**src/rtl/skew_stream_feeder.sv**
```systemverilog
// Diagonal-skew feeder: stores a ROWS x COLS operand matrix and streams it as
// ROWS+COLS-1 wavefront beats. Define SKEW_STREAM_FEEDER_PINGPONG_EN for a shadow buffer.
module skew_stream_feeder #(
    parameter int unsigned WIDTH = 4,
    parameter int unsigned ROWS  = 3,
    parameter int unsigned COLS  = 3,
    localparam int unsigned BEATS = ROWS + COLS - 1,
    localparam int unsigned BW    = (BEATS > 1) ? $clog2(BEATS) : 1
) (
    input  logic                                   clock,
    input  logic                                   nreset,
    input  logic                                   in_valid,
    output logic                                   in_ready,
    input  logic [ROWS-1:0][COLS-1:0][WIDTH-1:0]   Min,
    input  logic                                   in_reverse,
    output logic                                   out_valid,
    input  logic                                   out_ready,
    output logic [ROWS*WIDTH-1:0]                  out_data,
    output logic [ROWS-1:0]                        out_lane_mask,
    output logic [BW-1:0]                          out_beat,
    output logic                                   out_last,
    output logic                                   busy,
    output logic                                   done
);

    localparam int unsigned   CW        = (COLS > 1) ? $clog2(COLS) : 1;
    localparam logic [BW-1:0] LAST_BEAT = BW'(BEATS - 1);

    typedef enum logic [1:0] {IDLE, STREAM, DONE} state_t;

    state_t                                state;
    logic [BW-1:0]                         beat;
    logic [ROWS-1:0][COLS-1:0][WIDTH-1:0]  mat;
    logic                                  rev;

    logic                                  accept;
    logic                                  take;
    logic                                  last_take;
    logic                                  shadow_hit;
    logic                                  load_beat;
    logic                                  clear_beat;
    logic [ROWS-1:0][COLS-1:0][WIDTH-1:0]  emit_mat;
    logic                                  emit_rev;
    logic [BW-1:0]                         emit_beat;

`ifdef SKEW_STREAM_FEEDER_PINGPONG_EN
    logic [ROWS-1:0][COLS-1:0][WIDTH-1:0]  shadow;
    logic                                  shadow_rev;
    logic                                  shadow_full;
    logic                                  shadow_load;
    logic                                  shadow_full_n;
`endif

    // Lane r carries element t-d(r) when that index lies inside the row.
    function automatic logic [ROWS-1:0] lane_mask(input logic r, input logic [BW-1:0] t);
        logic [ROWS-1:0] m;
        int              k;
        m = '0;
        for (int i = 0; i < int'(ROWS); i++) begin
            k    = int'(t) - (r ? (int'(ROWS) - 1 - i) : i);
            m[i] = (k >= 0) && (k < int'(COLS));
        end
        return m;
    endfunction

    function automatic logic [ROWS*WIDTH-1:0] lane_data(
        input logic [ROWS-1:0][COLS-1:0][WIDTH-1:0] m,
        input logic                                 r,
        input logic [BW-1:0]                        t
    );
        logic [ROWS*WIDTH-1:0] d;
        logic [ROWS-1:0]       v;
        int                    k;
        d = '0;
        v = lane_mask(r, t);
        for (int i = 0; i < int'(ROWS); i++) begin
            k = int'(t) - (r ? (int'(ROWS) - 1 - i) : i);
            if (v[i]) d[i*WIDTH +: WIDTH] = m[i][CW'(k)];
        end
        return d;
    endfunction

    assign accept    = in_valid && in_ready;
    assign take      = (state == STREAM) && out_valid && out_ready;
    assign last_take = take && (beat == LAST_BEAT);

`ifdef SKEW_STREAM_FEEDER_PINGPONG_EN
    assign shadow_hit    = shadow_full;
    assign shadow_load   = accept && (state == STREAM);
    assign shadow_full_n = shadow_load || (shadow_full && !last_take);
`else
    assign shadow_hit    = 1'b0;
`endif

    // Source of the next beat: a fresh accept, the shadow on a drain, or the current matrix.
    always_comb begin
        emit_mat  = mat;
        emit_rev  = rev;
        emit_beat = beat + BW'(1);
        if (state != STREAM) begin
            emit_mat  = Min;
            emit_rev  = in_reverse;
            emit_beat = '0;
        end
`ifdef SKEW_STREAM_FEEDER_PINGPONG_EN
        else if (beat == LAST_BEAT) begin
            emit_mat  = shadow;
            emit_rev  = shadow_rev;
            emit_beat = '0;
        end
`endif
    end

    always_comb begin
        load_beat  = 1'b0;
        clear_beat = 1'b0;
        if (state != STREAM) begin
            load_beat = accept;
        end else if (take) begin
            load_beat  = (beat != LAST_BEAT) || shadow_hit;
            clear_beat = (beat == LAST_BEAT) && !shadow_hit;
        end
    end

    always_ff @(posedge clock or negedge nreset) begin
        if (!nreset) begin
            state         <= IDLE;
            beat          <= '0;
            mat           <= '0;
            rev           <= 1'b0;
            in_ready      <= 1'b0;
            out_valid     <= 1'b0;
            out_data      <= '0;
            out_lane_mask <= '0;
            out_beat      <= '0;
            out_last      <= 1'b0;
            busy          <= 1'b0;
            done          <= 1'b0;
`ifdef SKEW_STREAM_FEEDER_PINGPONG_EN
            shadow        <= '0;
            shadow_rev    <= 1'b0;
            shadow_full   <= 1'b0;
`endif
        end else begin
            case (state)
                IDLE:    if (accept) state <= STREAM;
                STREAM:  if (clear_beat) state <= DONE;
                DONE:    state <= accept ? STREAM : IDLE;
                default: state <= IDLE;
            endcase

            if (load_beat) begin
                mat           <= emit_mat;
                rev           <= emit_rev;
                beat          <= emit_beat;
                out_valid     <= 1'b1;
                out_data      <= lane_data(emit_mat, emit_rev, emit_beat);
                out_lane_mask <= lane_mask(emit_rev, emit_beat);
                out_beat      <= emit_beat;
                out_last      <= (emit_beat == LAST_BEAT);
                busy          <= 1'b1;
            end else if (clear_beat) begin
                out_valid     <= 1'b0;
                out_data      <= '0;
                out_lane_mask <= '0;
                out_beat      <= '0;
                out_last      <= 1'b0;
                busy          <= 1'b0;
            end

            done <= last_take;

`ifdef SKEW_STREAM_FEEDER_PINGPONG_EN
            if (shadow_load) begin
                shadow     <= Min;
                shadow_rev <= in_reverse;
            end
            shadow_full <= shadow_full_n;
            in_ready    <= !shadow_full_n;
`else
            in_ready    <= (state == DONE) || ((state == IDLE) && !accept);
`endif
        end
    end

endmodule

```
**config.mk**
```make
export PLATFORM = sky130hd
export DESIGN_NAME = skew_stream_feeder
export DESIGN_NICKNAME = d
export VERILOG_FILES = /design/src/rtl/skew_stream_feeder.sv
export SDC_FILE = /design/constraint.sdc
export NUM_CORES = 1
export LEC_CHECK = 0
export ABC_CLOCK_PERIOD_IN_PS = 2500
export CAP_MARGIN = 20
export CORE_ASPECT_RATIO = 0.75
export CORE_MARGIN = 2
export CORE_UTILIZATION = 46
export DETAILED_ROUTE_END_ITERATION = 6
export GPL_ROUTABILITY_DRIVEN = 0
export PLACE_DENSITY = 0.83
export SYNTH_ARGS = -nofsm -noshare
export SYNTH_HDL_FRONTEND = slang
export SYNTH_SLANG_ARGS = --single-unit
```
**constraint.sdc**
```tcl
create_clock -name clock -period 2.5 [get_ports clock]
set_input_delay 0.625 -clock clock [delete_from_list [all_inputs] [get_ports clock]]
set_output_delay 0.625 -clock clock [all_outputs]
set_load 0.005 [all_outputs]
```
Word-level counts from Yosys, hierarchy flattened --
Cells that the tools add are included.
Operators by class: mux-type cells 33, reduce and logical (&&, ||, !) cells 13, add/sub/neg operators 4, order comparisons 9, eq/ne operators 8
Operators with widths (number):
- 2-to-1 mux 36 bit | 1
- 2-to-1 mux 4 bit | 9
- binary-select mux 4 bit (select 2 bit) | 3
- 2-to-1 mux 12 bit | 2
- >= comparator 4 x 1 -> 1 bit (second input constant) | 3
- less-than comparator 2 x 4 -> 1 bit (second input constant) | 3
- less-than comparator 4 x 3 -> 1 bit (second input constant) | 3
- 2-to-1 mux 3 bit | 4
- 2-to-1 mux 1 bit | 9
- logical AND 1 bit | 8
- 2-to-1 mux 2 bit | 4
- subtractor 3 x 2 -> 4 bit | 2
- == test 3 bit (second input constant) | 2
- one-hot mux 2 bit (3 select lines) | 1
- inequality test 2 bit (second input constant) | 2
- subtractor 3 x 1 -> 4 bit (second input constant) | 1
- adder 3 x 1 -> 3 bit (second input constant) | 1
- inequality test 3 bit (second input constant) | 1
- == test 2 x 1 -> 1 bit (second input constant) | 1
- == test 2 bit (second input constant) | 1
- zero test 2 bit | 1
- inequality test 2 x 1 -> 1 bit (second input constant) | 1
- AND reduction 2 bit | 1
- nonzero test 2 bit | 1
- other kinds (2) | 2
Storage, ports and cells: register bits 64, word-level logic and storage cells 86, bits of input ports 41

Depth between registers and ports, before layout --
depth in word-level cells 9, gate-level depth with buffers 11

Worst setup path before layout --
OpenSTA, ideal clock, no wires.
path type register to register, start point register state[1], end point register out_data[9], cell stages (with the launch flop) 12, setup slack -21 ps, required time 2379 ps, library setup time 121 ps, data arrival time 2400 ps, period minus slack after synthesis 2521 ps, cell sequence dfrtp_1 -> nand2b_1 -> buf_2 -> buf_2 -> mux2i_1 -> inv_1 -> ha_1 -> clkbuf_1 -> inv_1 -> a211oi_1 -> o31ai_1 -> a22o_1
Between the ends: word-level cells in the longest chain between the ends 9, elaborated cells between the ends (all ways) 22, classes of those cells 1 x add/sub; 2 x order compare; 2 x eq/ne; 13 x mux; 4 x reduce/logical
Ends and longest elaborated chain:
- from (decl) | line 31 | state_t state;
- from (signal assigned) | line 148 | DONE: state <= accept ? STREAM : IDLE;
- inequality test 2 x 1 -> 1 bit * | line 100 | if (state != STREAM) begin
- 2-to-1 mux 1 bit * | line 100
- named net emit_rev | line 43 | logic emit_rev;
- 2-to-1 mux 2 bit * | line 60, 77
- subtractor 3 x 2 -> 4 bit * | line 60 | k = int'(t) - (r ? (int'(ROWS) - 1 - i) : i);
- binary-select mux 4 bit (select 2 bit) | line 78 | if (v[i]) d[i*WIDTH +: WIDTH] = m[i][CW'(k)];
- 2-to-1 mux 4 bit (not written as such) (2 in a row) | line 78
- 2-to-1 mux 4 bit * | line 78
- 2-to-1 mux 12 bit * | line 152 | if (load_beat) begin
- to (signal assigned) | line 157 | out_data <= lane_data(emit_mat, emit_rev, emit_beat);
- to (decl) | line 18 | output logic [ROWS*WIDTH-1:0] out_data,
Mark *: on every way through the listed nets, which the timed path passes. The rest lies on a longest branch. The select of a mux whose other input is x is not followed. A chain may end at the register's enable or synchronous reset.

Final worst setup path --
start point register beat[0], end point register out_data[1]
Between the ends: word-level cells in the longest chain between the ends 8, elaborated cells between the ends (all ways) 18, classes of those cells 2 x add/sub; 2 x order compare; 2 x eq/ne; 10 x mux; 2 x reduce/logical
Ends and longest elaborated chain:
- from (decl) | line 32 | logic [BW-1:0] beat;
- from (signal assigned) | line 155 | beat <= emit_beat;
- adder 3 x 1 -> 3 bit | line 99 | emit_beat = beat + BW'(1);
- 2-to-1 mux 3 bit | line 100
- subtractor 3 x 2 -> 4 bit | line 60
- binary-select mux 4 bit (select 2 bit) | line 78
- 2-to-1 mux 4 bit (not written as such) (2 in a row) | line 78
- 2-to-1 mux 4 bit | line 78
- 2-to-1 mux 12 bit | line 152
Parallel ways exist; a longest one is shown, timed or not. The select of a mux whose other input is x is not followed.

==> out/qor.yml <==
drtAntennaViolNets: 0
reg2reg_slack_ns: 0.16
grt_max_degree: 65
leakage_nw: 1.91
cts.sinks: 64
post-route-drc-count: 0
post_drt_wl_per_cell_um: 16.3
worst_setup_path_start_kind: "register"
min_period_over_period_pct: 93.4
power_w: 0.00200
synth-seq-area-share_pct: 51.3
arrival_ns: 2.56
utilization_pct: 63.3
reg2reg_from: "beat[0]$_DFFE_PN0P_"
drt-initial-drc-count: 145
cp-end-kind: "register"
post-cts-setup-buffers: 0
viasPerCell: 5.48
fin_crit_ns: 2.34
most-common-layout-cells: "dfrtp_1 (64), clkdlybuf4s50_1 (62), mux2_1 (30), nand2_1 (22), nand3_1 (18)"
insertion_delay_ns: 0.33
chipWidth_um: 99.1
dieArea_um2: 7470
clk_pin_slew_ns: 0.07
cp_max_fo: 5
cts_resized: 0
worstMarginPinSlew_ns: 0.588
wl_um: 6720
irDropWorstVdd_uv: 328
dr.pass1.iters: 5
antenna_found_initial: 0
coreArea_um2: 6440
fmax_mhz: 428
nets: 375
diodes: 0
hold_ws_ns: 0.305
setup_viol: 0
vias: 2264
min_path_type: "input pin to async pin"
yosys_warnings: 0
rows: 25
rr_worst_depth: 7
htreeDepth: 3
clock_skew_ns: 0.00931
grt_usage_pct: 19.4
synthCells: 258
syn_nets: 306
critPathKind: "register to register"
hpwl_um: 4680
area_growth_pct: 30.7
layout-drive-gt1-share_pct: 12.7
grt_first_pass_wirelength_um: 11100
ys_ff_latch: 64
status: "completed"
finalMaxSlewViolations: 0
syn-cell-area_um2: 3120
cts-root-buf: "clkbuf_8"
final_common_cell: "dfrtp_1"
ys_types: 39
ctsHoldBuffers: 0
powerDensity_nw_per_um2: 490
gr-total-overflow: 0
reg2reg_to: "out_data[1]$_DFFE_PN0P_"
tritoncts: "yes"
rsz0062_at_grt: "no"
io_pins: 64
cap_violations: 0
report.final.hold_viol_count: 0
initial_core_util_pct: 48.4
cts_buffers: 9
grt_pass1_vias: 2236
port_buffers: 63
fp.dieH_um: 75.3
cts_buffer_depth: 2
cp.required_ns: 2.72
syn_avg_cell_area_um2: 12.1
max_slew_margin_pct: 60.8
## cell usage after synthesis (all sizes together)
cell type  number  area (um^2)
and3b           2         17.5
o22a            1         17.5
nor2b           5         31.3
and4            1         11.3
mux2i           8         80.1
a21oi           1         5.00
dfrtp          64         1600
o22ai           2         12.5
nor3b           1         12.5
o21ai           5         25.0
nor3            2         10.0
a22o            8         70.1
nand3          18         90.1
buf            13         82.6
a31oi           1         21.3
ha              7         87.6
nor2           11         48.8
nand4b          1         23.8
or3             1         6.26
and2            1         6.26
a32o            7         70.1
xnor2           1         8.76
clkbuf          3         11.3
mux2           36          405
nand2b          3         18.8
inv             6         22.5
a211oi          6         45.0
a21o            5         37.5
a2111oi         1         27.5
nor4b           2         32.5
nand2          22         82.6
o211ai          8         60.1
o31ai           5         37.5
## metal layers
| metal | track usage, % | vias up | wire, um |
|---|---|---|---|
| met5 | 0 | - | 0 |
| met2 | 29.7 | 79 | 3000 |
| met4 | 6.54 | 0 | 22 |
| met3 | 5.23 | 2 | 442 |
| met1 | 27.3 | 1093 | 3260 |
| li1 | - | 1090 | - |
## power breakdown
group,total [W],switching [W],internal (W)
sequential,0.00104,0,0.00104
combinational,0.0000929,0.0000350,0.0000579
clock,0.000872,0.000386,0.000486
total,0.00200,0.000421,0.00158
## final cells by class
type	count	area, um^2
Clock buffer	11	141
Clock inverter	5	56.3
Tap cell	81	101
Fill cell	510	2370
Timing Repair Buffer	74	746
Multi-Input combinational cell	172	1410
Inverter	6	22.5
Sequential cell	64	1600
## metrics by stage
step | cells | TNS, ns | setup WS (ns) | cell area (um^2)
after floorplan | 258 | 0 | 0.0759 | 3130
after global placement | 397 | 0 | 0.00344 | 3880
after detailed placement | 397 | -0.208 | -0.0600 | 3880
after CTS | 413 | 0 | 0.164 | 4080
after global routing | 413 | 0 | 0.0332 | 4080
final | 413 | 0 | 0.164 | 4080
## critical path, stage by stage, from the launching register on
cell,delay (ns)
dfrtp_1,0.42
inv_1,0.10
ha_1,0.34
nand2_1,0.17
ha_1,0.41
nor4b_2,0.41
nor4b_4,0.12
a32o_1,0.25
## state kept, by name, indices dropped and copies added (netlist names)
| signal | cells |
|---|---|
| done | 1 |
| mat | 36 |
| out_last | 1 |
| in_ready | 1 |
| out_data | 12 |
| busy | 1 |
| out_lane_mask | 3 |
| out_beat | 3 |
| state | 2 |
| beat | 3 |
| rev | 1 |
## worst max path at each step
stage / cells past startpoint / slack [ns] / to / start
final: 7 / 0.16 / out_data[1]$_DFFE_PN0P_ / beat[0]$_DFFE_PN0P_
after global routing: 7 / 0.03 / out_data[0]$_DFFE_PN0P_ / beat[0]$_DFFE_PN0P_
after CTS: 7 / 0.16 / out_data[1]$_DFFE_PN0P_ / beat[0]$_DFFE_PN0P_
after detailed placement: 7 / -0.06 / out_data[1]$_DFFE_PN0P_ / in_reverse
after global placement: 7 / 0.003 / out_data[1]$_DFFE_PN0P_ / in_reverse
after floorplan: 11 / 0.08 / out_data[9]$_DFFE_PN0P_ / state[1]$_DFFE_PN0P_
## kinds of logic after synthesis
| group | synth area share, % |
|---|---|
| AND/OR/NAND/NOR | 12.6 |
| flip-flops | 51.3 |
| AO/OA/AOI/OAI | 13.8 |
| multiplexers | 15.6 |
| buffers and inverters | 3.73 |
| adder cells (fa/ha/maj) | 2.81 |
| XOR/XNOR | 0.281 |
Power figures use the tool's default switching activity.
